[src/rtl/serial_adder_ctrl_if.sv]
// Operand/result bundle for the bit-serial adder.
// Handshake: the master raises START with A/B/CIN valid; the slave accepts it
// only on an edge where it is idle or finishing (BUSY=0), and answers WIDTH+1
// cycles later with a one-cycle DONE while SUM/COUT hold the result.
// START seen while BUSY=1 is dropped, not queued.
interface serial_adder_ctrl_if #(
  parameter int WIDTH = 8
) ();
  logic             START;
  logic [WIDTH-1:0] A;
  logic [WIDTH-1:0] B;
  logic             CIN;
  logic             BUSY;
  logic             DONE;
  logic [WIDTH-1:0] SUM;
  logic             COUT;
  logic [1:0]       STATE_DBG;

  modport master (
    output START, A, B, CIN,
    input  BUSY, DONE, SUM, COUT, STATE_DBG
  );

  modport slave (
    input  START, A, B, CIN,
    output BUSY, DONE, SUM, COUT, STATE_DBG
  );
endinterface

[src/rtl/serial_adder_ctrl.sv]
// Bit-serial adder: one full-adder cell walks the operands LSB first over
// WIDTH cycles, feeding its carry back through a register. The result is
// published on the edge entering DONE and held until the next DONE.
module serial_adder_ctrl #(
  parameter int WIDTH = 8
) (
  input  logic               CLK,
  input  logic               RST,
  serial_adder_ctrl_if.slave bus
);

  // Counter only has to reach WIDTH-1; keep at least one bit for WIDTH=1.
  localparam int CW = (WIDTH > 1) ? $clog2(WIDTH) : 1;
  localparam logic [CW-1:0] LAST_BIT = CW'(WIDTH - 1);

  typedef enum logic [1:0] {
    S_IDLE = 2'd0,
    S_RUN  = 2'd1,
    S_DONE = 2'd2
  } state_t;

  state_t           r_state;
  state_t           w_next_state;
  logic             w_load;
  logic             w_last;
  logic             w_busy;
  logic             w_done;

  logic [CW-1:0]    r_cnt;
  logic [WIDTH-1:0] r_op_a;
  logic [WIDTH-1:0] r_op_b;
  logic [WIDTH-1:0] r_sum_sh;
  logic [WIDTH-1:0] r_sum;
  logic [WIDTH-1:0] w_sum_next;
  logic             r_carry;
  logic             r_cout;
  logic             w_fa_s;
  logic             w_fa_c;

  assign w_last = (r_cnt == LAST_BIT);

  // Single full-adder cell on the current LSBs and the carry register.
  always_comb begin
    w_fa_s = r_op_a[0] ^ r_op_b[0] ^ r_carry;
    w_fa_c = (r_op_a[0] & r_op_b[0]) | (r_carry & (r_op_a[0] ^ r_op_b[0]));
  end

  // New sum bits enter at the MSB so after WIDTH shifts bit 0 sits at the LSB.
  generate
    if (WIDTH == 1) begin : g_sum_w1
      assign w_sum_next = w_fa_s;
    end else begin : g_sum_wn
      assign w_sum_next = {w_fa_s, r_sum_sh[WIDTH-1:1]};
    end
  endgenerate

  // State register.
  always_ff @(posedge CLK) begin
    if (RST) begin
      r_state <= S_IDLE;
    end else begin
      r_state <= w_next_state;
    end
  end

  // Next-state, operand-load strobe and status outputs.
  always_comb begin
    w_next_state = r_state;
    w_load       = 1'b0;
    w_busy       = 1'b0;
    w_done       = 1'b0;
    case (r_state)
      S_IDLE: begin
        if (bus.START) begin
          w_load       = 1'b1;
          w_next_state = S_RUN;
        end
      end
      S_RUN: begin
        w_busy = 1'b1;
        if (w_last) begin
          w_next_state = S_DONE;
        end
      end
      S_DONE: begin
        w_done = 1'b1;
        if (bus.START) begin
          w_load       = 1'b1;
          w_next_state = S_RUN;
        end else begin
          w_next_state = S_IDLE;
        end
      end
      default: begin
        w_next_state = S_IDLE;
      end
    endcase
  end

  // Datapath: capture on load, shift/accumulate during RUN, publish on exit.
  always_ff @(posedge CLK) begin
    if (RST) begin
      r_cnt    <= '0;
      r_op_a   <= '0;
      r_op_b   <= '0;
      r_sum_sh <= '0;
      r_carry  <= 1'b0;
      r_sum    <= '0;
      r_cout   <= 1'b0;
    end else if (w_load) begin
      r_cnt    <= '0;
      r_op_a   <= bus.A;
      r_op_b   <= bus.B;
      r_sum_sh <= '0;
      r_carry  <= bus.CIN;
    end else if (r_state == S_RUN) begin
      r_cnt    <= r_cnt + CW'(1);
      r_op_a   <= r_op_a >> 1;
      r_op_b   <= r_op_b >> 1;
      r_sum_sh <= w_sum_next;
      r_carry  <= w_fa_c;
      if (w_last) begin
        r_sum  <= w_sum_next;
        r_cout <= w_fa_c;
      end
    end
  end

  assign bus.BUSY      = w_busy;
  assign bus.DONE      = w_done;
  assign bus.SUM       = r_sum;
  assign bus.COUT      = r_cout;
  assign bus.STATE_DBG = r_state;

endmodule

[src/flat_wrapper.sv]
// flat-port wrapper written by rule: the top's interface ports become plain ports
module serial_adder_ctrl_flat 
#(
  parameter int WIDTH = 8
)
  (CLK, RST, bus_START, bus_A, bus_B, bus_CIN, bus_BUSY, bus_DONE, bus_SUM, bus_COUT, bus_STATE_DBG);
  serial_adder_ctrl_if #(.WIDTH(WIDTH)) bus_i ();
  input  logic CLK;
  input  logic RST;
  input wire logic [$bits(bus_i.START)-1:0] bus_START;
  input wire logic [$bits(bus_i.A)-1:0] bus_A;
  input wire logic [$bits(bus_i.B)-1:0] bus_B;
  input wire logic [$bits(bus_i.CIN)-1:0] bus_CIN;
  output wire logic [$bits(bus_i.BUSY)-1:0] bus_BUSY;
  output wire logic [$bits(bus_i.DONE)-1:0] bus_DONE;
  output wire logic [$bits(bus_i.SUM)-1:0] bus_SUM;
  output wire logic [$bits(bus_i.COUT)-1:0] bus_COUT;
  output wire logic [$bits(bus_i.STATE_DBG)-1:0] bus_STATE_DBG;
  assign bus_i.START = bus_START;
  assign bus_i.A = bus_A;
  assign bus_i.B = bus_B;
  assign bus_i.CIN = bus_CIN;
  assign bus_BUSY = bus_i.BUSY;
  assign bus_DONE = bus_i.DONE;
  assign bus_SUM = bus_i.SUM;
  assign bus_COUT = bus_i.COUT;
  assign bus_STATE_DBG = bus_i.STATE_DBG;
  serial_adder_ctrl #(.WIDTH(WIDTH)) u_core (.CLK(CLK), .RST(RST), .bus(bus_i));
endmodule
[config.mk]
export PLATFORM = sky130hd
export DESIGN_NAME = serial_adder_ctrl_flat
export DESIGN_NICKNAME = d
export VERILOG_FILES = /design/src/rtl/serial_adder_ctrl_if.sv /design/src/rtl/serial_adder_ctrl.sv /design/src/flat_wrapper.sv
export SDC_FILE = /design/constraint.sdc
export NUM_CORES = 1
export LEC_CHECK = 0
export CAP_MARGIN = 20
export CORE_ASPECT_RATIO = 1.5
export CORE_MARGIN = 2
export CORE_UTILIZATION = 45
export DETAILED_ROUTE_END_ITERATION = 16
export PLACE_DENSITY = 0.77
export SLEW_MARGIN = 20
export SYNTH_ARGS = -nofsm -noshare
export SYNTH_HDL_FRONTEND = slang
export SYNTH_SLANG_ARGS = --single-unit
[constraint.sdc]
create_clock -name CLK -period 1.5 [get_ports CLK]
set_clock_uncertainty 0.2 [all_clocks]
set_input_delay 0.375 -clock CLK [delete_from_list [all_inputs] [get_ports CLK]]
set_output_delay 0.375 -clock CLK [all_outputs]
set_load 0.01 [all_outputs]
* Yosys cells after proc, flatten, opt, wreduce, memory -nomap -nowiden
Cells that the tools add are included.
Word-level totals: register bits 39, input bits 20
Operators by class: reduce and logical (&&, ||, !) cells 6, eq/ne operators 5, mux-type cells 14, bitwise gates (word level) 6, add/subtract/negate cells 1
Operators by type and width (count):
- 8-bit two-way mux | 4
- 1-bit two-way mux | 7
- 2-bit case mux with 3 select lines | 1
- 2-bit two-way mux | 2
- 2-bit OR reduction | 2
- 3-bit by 1-bit adder with 3-bit output (second input constant) | 1
- 3-bit == test (second input constant) | 1
- 3-bit AND reduction | 1
- 1-bit bitwise AND | 2
- 2-bit by 1-bit == test with 1-bit output (second input constant) | 1
- 2-bit == test (second input constant) | 1
- 2-bit zero test | 1
- 2-bit by 1-bit inequality test with 1-bit output (second input constant) | 1
- 2-bit inequality test (second input constant) | 1
- 2-bit AND reduction | 1
- 2-bit nonzero test | 1
- 1-bit bitwise XOR | 2
- 1-bit inverter | 1
- 1-bit bitwise OR | 1

* Longest topological paths before layout
Gate-level depths: netlist (run 1).
word-level depth 5, gate-level depth with buffers 6, mapped depth without buffers 5

* Least setup slack after synthesis (run 1)
No wires, ideal clock.
kind register -> output, start register u_core.r_state[1], in the netlist u_core.bus.STATE_DBG[1], end output port bus_BUSY, stages on the path, launching flop included 5, arrival time 0.848 ns, slack 0.077 ns, buffers on the path 2, data required time 0.925 ns, cell sequence dfxtp_1 > nand2b_1 > buf_6 > clkinv_8 > buf_6
On the way: cells in the longest elaborated chain, start to end 2
Ends and longest elaborated chain:
- start: declaration | line serial_adder_ctrl.sv:22 | state_t r_state;
- start signal: assignment | line serial_adder_ctrl.sv:62 | r_state <= w_next_state;
- 2-bit by 1-bit == test with 1-bit output | line serial_adder_ctrl.sv:72 | case (r_state)
- 1-bit two-way mux | line serial_adder_ctrl.sv:72
- end: declaration | line flat_wrapper.sv:14 | output wire logic [$bits(bus_i.BUSY)-1:0] bus_BUSY;
No other way between the ends.

* Final worst setup path (run 1)
start register u_core.r_state[1], in the netlist u_core.bus.STATE_DBG[1], end output port bus_DONE
On the way: cells in the longest elaborated chain, start to end 2
Ends and longest elaborated chain:
- 2-bit == test | line serial_adder_ctrl.sv:72
- 1-bit two-way mux | line serial_adder_ctrl.sv:72
- end: declaration | line flat_wrapper.sv:15 | output wire logic [$bits(bus_i.DONE)-1:0] bus_DONE;
No other way between the ends.

==> flow_summary.yaml, run 1 <==
run_status:
  status: "finished, violations left"
  violations: "negative setup slack"
timing:
  max_freq_mhz: 654
  max_slew_margin_pct: 83.5
  hold_violations: 0
  fin_crit_ns: 1.53
  rsz0062_at_grt: "true"
  worstMarginPinSlew_ns: 0.247
  whs_ns: 0.263
  finalSetupViolCount: 5
  post-route-period-util_pct: 102
  worst_slack_ns: -0.0281
  slew_viol_final: 0
drt:
  via_per_inst: 5.45
  dr.first_iter.drc_count: 45
  wirelength_um: 3810
  vias: 1438
  drc_errors: 0
  wl_per_cell_um: 14.4
  first_pass_iters: 4
  drtAntennaViolNets: 0
setup_path:
  cp.arrival_ns: 0.95
  critPathKind: "flip-flop to primary output"
  cp.required_ns: 0.92
  start_kind: "flip-flop"
  critical_path.max_fanout: 3
  critPathCaptureType: "primary output"
synthesis:
  netlist_area_um2: 1560
  synthesis.instances: 177
  synth_cell_types: 25
  yosysWarnings: 0
  ys_ff_latch: 38
  ys_seq_area_share_pct: 48.6
  syn_avg_cell_area_um2: 8.84
  synth_nets: 200
finish:
  layout_commonest_cell: "dfxtp_1"
  final_area_um2: 2370
  num-nets-final: 245
  n_antenna_cell: 0
  syn_to_final_growth_pct: 51.7
  drive_gt1_share_pct: 35.1
  postLayoutCoreUtil_pct: 70.8
  final_cell_mix: "dfxtp_1 (33), nand2_1 (32), clkdlybuf4s50_1 (18)"
  fillCellCount: 259
place:
  place_area_um2: 1990
  place.gp.congestion: 0.774
  port-buffer-count: 32
  dpl.hpwl_um: 2300
cts:
  cts_sinks: 38
  insertion_delay_ns: 0.28
  cts.reportedPaths.clkPinSlew_ns: 0.07
  cts_htree_levels: 2
  hold_buffers: 0
  numCtsBuffers: 5
  clock_path_buffers: 2
  cts_tree: "built"
  cts-root-buf: "clkbuf_8"
floorplan:
  die_x_um: 52.1
  core-area_um2: 3350
  io_pins: 33
  start_util_pct: 46.7
  die_y_um: 76.2
  die-area_um2: 3970
  rows: 26
grt:
  track_usage_pct: 20.1
  overflow: 0
  grt_pass1_vias: 1463
  antenna_found_initial: 0
  grt_max_degree: 36
  grt_pass1_wl_um: 6180
power:
  p_leak_nw: 0.860
  power.share.sequential_pct: 46.5
  power.density_nw_per_um2: 992
  p_int_w: 0.00180
  power_w: 0.00235
  p_clk_share_pct: 36.9
  switchingPower_w: 0.000554
  p_sw_share_pct: 23.6
  irDropWorstVdd_mv: 0.924
  p_comb_share_pct: 16.6
worst_hold_path:
  hold_path_class: "flip-flop to flip-flop"
job:
  maxCapViolCount: 0
-- state kept, by name, indices dropped and copies added (netlist names) --
| register | flops |
|---|---|
| u_core.bus.STATE_DBG | 2 |
| u_core.r_op_b | 8 |
| u_core.r_sum_sh | 7 |
| u_core.r_cnt | 3 |
| u_core.r_op_a | 8 |
| u_core.r_carry | 1 |
| u_core.bus.COUT | 1 |
| u_core.bus.SUM | 8 |
-- critical path: stages (launching register included) --
cell     delay [ns]
dfxtp_2        0.33
buf_6          0.11
nor2b_1        0.11
buf_2          0.13
-- synthesized netlist by cell type --
| master | number | area (um2) |
|---|---|---|
| nand3_1 | 11 | 55.1 |
| nand2b_1 | 2 | 12.5 |
| or2b_4 | 1 | 11.3 |
| clkbuf_1 | 2 | 7.51 |
| ha_1 | 2 | 25.0 |
| o22ai_1 | 8 | 50.1 |
| buf_4 | 2 | 15.0 |
| o21a_1 | 1 | 7.51 |
| fa_1 | 1 | 20.0 |
| a21oi_1 | 20 | 100 |
| buf_6 | 5 | 56.3 |
| xnor2_1 | 1 | 8.76 |
| nor2b_1 | 2 | 12.5 |
| nand2_1 | 40 | 150 |
| buf_8 | 1 | 15.0 |
| a311oi_2 | 3 | 45.0 |
| nor2_1 | 9 | 33.8 |
| nor3_1 | 17 | 85.1 |
| mux2i_1 | 1 | 10.0 |
| a22oi_2 | 1 | 12.5 |
| buf_2 | 4 | 20.0 |
| nand3b_1 | 1 | 7.51 |
| a311oi_1 | 3 | 26.3 |
| clkinv_8 | 1 | 16.3 |
| dfxtp_1 | 38 | 761 |
-- path summary, 6_finish.rpt --
path	start	to	slack (ns)	depth (start not counted)
worst max-delay path	u_core.bus.STATE_DBG[1]$_SDFFE_PP0P_	bus_DONE	-0.03	3
worst min-delay path	u_core.bus.SUM[6]$_SDFFE_PP0P_	u_core.bus.SUM[6]$_SDFFE_PP0P_	0.26	2
worst max register to register	u_core.r_cnt[0]$_SDFFE_PP0N_	u_core.bus.STATE_DBG[1]$_SDFFE_PP0P_	-0.02	6
worst min register to register	u_core.bus.SUM[6]$_SDFFE_PP0P_	u_core.bus.SUM[6]$_SDFFE_PP0P_	0.26	2
-- metrics by stage --
step	setup TNS (ns)	setup WS [ns]	cells
after floorplan	0	0.0772	177
after global placement	-7.62	-0.292	253
after detailed placement	-8.35	-0.326	253
after CTS	-0.0685	-0.0390	262
after global routing	-0.331	-0.0708	264
final	-0.0928	-0.0281	264
-- cells by family (layout without fill, tap and decap cells) --
kind of cell | Yosys count | count (layout) | synth area share (%)
buffers and inverters | 15 | 60 | 8.32
muxes | 1 | 1 | 0.640
adders and majority gates | 3 | 3 | 2.88
and+or+nand+nor | 83 | 83 | 23.5
xor gates and xnor gates | 1 | 1 | 0.560
DFF | 38 | 38 | 48.6
AOI/OAI and AO/OA | 36 | 36 | 15.4
-- power by group through the flow --
stage / combinational, W / sequential (W) / clock [W]
after global routing: 0.000428 / 0.00110 / 0.000916
final: 0.000390 / 0.00109 / 0.000868
after CTS: 0.000360 / 0.00109 / 0.000881
after global placement: 0.000311 / 0.00111 / 0
after detailed placement: 0.000316 / 0.00111 / 0
after floorplan: 0.000204 / 0.00110 / 0
-- per-layer routing --
layer | share of wire [%] | vias to the layer above | track usage, %
met3 | 3.5 | 6 | 4.31
met2 | 56 | 41 | 36.5
met5 | 0 | - | 0
met1 | 39 | 685 | 21.5
li1 | - | 706 | -
met4 | 1.3 | 0 | 8.46
-- timing repair --
| action | CTS | global route |
|---|---|---|
| pin swaps | 1 | 13 |
| endpoints found under the setup margin | 41 | 22 |
| gates cloned | 1 | 1 |
| buffers inserted | 2 | 1 |
| resized for setup | 45 | 47 |
-- cell type report --
type                       count  area [um2]  area share (%)
multi-input combinational    124         855            36.0
sequential                    38         772            32.5
timing repair buffer          52         564            23.8
clock buffer                   6        82.6            3.48
tap                           42        52.6            2.22
clock inverter                 1        30.0            1.27
inverter                       1        16.3           0.686
Power figures use the tool's default switching activity.
==> run 2: changes to the inputs <==
PLACE_DENSITY = 0.8   (was 0.77)
clock period = 1.3 ns   (was 1.5 ns; I/O delays follow)
==> flow_summary.yaml, run 2 (synthesis gave the netlist of run 1 again) <==
finish:
  n_antenna_cell: 0
  num-nets-final: 246
  syn_to_final_growth_pct: 44.5
  drive_gt1_share_pct: 39.3
  postLayoutCoreUtil_pct: 67.4
  final_cell_mix: "nand2_1 (40), dfxtp_1 (24), clkdlybuf4s50_1 (18)"
  fillCellCount: 268
  layout_commonest_cell: "nand2_1"
place:
  dpl.hpwl_um: 2350
  place.gp.congestion: 0.802
  port-buffer-count: 32
  dp_slack_ns: -0.487
drt:
  wirelength_um: 3950
  dr.first_iter.drc_count: 18
  wl_per_cell_um: 14.9
  first_pass_iters: 4
  drtAntennaViolNets: 0
  vias: 1451
  drc_errors: 0
  via_per_inst: 5.45
setup_path:
  start_kind: "flip-flop"
  cp.arrival_ns: 1.46
  critPathKind: "flip-flop to flip-flop"
  critPathCaptureType: "flip-flop"
  cp.required_ns: 1.27
  critical_path.max_fanout: 12
run_status:
  violations: "negative setup slack"
  status: "finished, violations left"
power:
  p_comb_share_pct: 17.3
  p_sw_share_pct: 25.9
  irDropWorstVdd_mv: 0.932
  power.share.sequential_pct: 50.0
  p_leak_nw: 0.841
  power.density_nw_per_um2: 1120
  p_int_w: 0.00188
  switchingPower_w: 0.000657
  p_clk_share_pct: 32.7
  power_w: 0.00253
timing:
  max_freq_mhz: 670
  post-route-period-util_pct: 115
  slew_viol_final: 0
  hold_violations: 0
  max_slew_margin_pct: 83.4
  fin_crit_ns: 1.49
  worstMarginPinSlew_ns: 0.249
  rsz0062_at_grt: "true"
  finalSetupViolCount: 40
  worst_slack_ns: -0.192
cts:
  numCtsBuffers: 5
  clock_path_buffers: 2
  insertion_delay_ns: 0.29
  cts.reportedPaths.clkPinSlew_ns: 0.07
  cts_sinks: 38
  cts-root-buf: "clkbuf_8"
  cts_htree_levels: 2
  cts_tree: "built"
floorplan:
  die_x_um: 52.1
  rows: 26
  core-area_um2: 3350
  io_pins: 33
  start_util_pct: 46.7
  die_y_um: 76.2
  die-area_um2: 3970
grt:
  grt_max_degree: 27
  track_usage_pct: 21.4
  antenna_found_initial: 0
  overflow: 0
  grt_pass1_wl_um: 6380
  grt_pass1_vias: 1458
worst_hold_path:
  hold_path_class: "flip-flop to flip-flop"
job:
  maxCapViolCount: 0
[run 2: changes by cell type in the layout (fill, tap and decap cells not counted), moves of 5 or more]
cell	previous run	this run
dfxtp_2	3	13
dfxtp_1	33	24
buf_2	2	10
nand2_1	32	40
clkdlybuf4s15_1	5	0
nand2_2	5	0
[run 2: area by class of cell]
cell class / instances / area (um2) / share of cell area [%]
clock buffer: 7 / 86.3 / 3.82
clock inverter: 1 / 5.00 / 0.221
inverter: 1 / 16.3 / 0.720
multi-input combinational: 124 / 825 / 36.5
sequential: 38 / 781 / 34.6
tap: 42 / 52.6 / 2.33
timing repair buffer: 53 / 494 / 21.9
[run 2: per-stage QoR]
stage	instances	cell area, um2	setup TNS [ns]	hold slack (ns)
after floorplan	177	1600	-0.249	0.237
after global placement	255	2030	-14.99	0.243
after detailed placement	255	2030	-15.51	0.247
after CTS	266	2210	-3.98	0.259
after global routing	266	2260	-6.04	0.288
final	266	2260	-4.10	0.256
[run 2: final timing paths]
check	start	endpoint	slack (ns)	depth (start not counted)
hold / removal	u_core.bus.SUM[0]$_SDFFE_PP0P_	u_core.bus.SUM[0]$_SDFFE_PP0P_	0.26	2
setup reg to reg	u_core.bus.STATE_DBG[0]$_SDFFE_PP0P_	u_core.r_op_b[6]$_SDFFE_PP0P_	-0.19	5
hold reg to reg	u_core.bus.SUM[0]$_SDFFE_PP0P_	u_core.bus.SUM[0]$_SDFFE_PP0P_	0.26	2
setup / recovery	u_core.bus.STATE_DBG[0]$_SDFFE_PP0P_	u_core.r_op_b[6]$_SDFFE_PP0P_	-0.19	5
[run 2: power by group through the flow]
| stage | Combinational, W | Sequential [W] | Clock, W |
|---|---|---|---|
| after floorplan | 0.000241 | 0.00128 | 0 |
| after global routing | 0.000472 | 0.00127 | 0.000885 |
| final | 0.000438 | 0.00127 | 0.000827 |
| after CTS | 0.000407 | 0.00126 | 0.000837 |
| after detailed placement | 0.000363 | 0.00129 | 0 |
| after global placement | 0.000356 | 0.00128 | 0 |
[run 2: repair_timing]
| action | CTS | global route |
|---|---|---|
| endpoints found under the hold margin | 0 | 0 |
| setup endpoints to repair | 49 | 44 |
| gates cloned | 1 | 0 |
| pin swaps | 7 | 1 |
| hold buffers | 0 | 0 |
| gates resized for setup | 87 | 13 |
| setup buffers | 2 | 0 |
[run 2: routing by layer]
layer	track usage, %	up-vias	wire (um)
li1	-	707	-
met1	22.6	696	1550
met2	38.2	39	2160
met3	5.10	9	154
met4	10.0	0	80
met5	0	-	0
[run 2: worst max-delay path: stages, from the launching register on]
cell	delay (ns)
dfxtp_4	0.37
buf_6	0.13
or2b_4	0.30
buf_12	0.17
nor2_1	0.13
a311oi_2	0.07
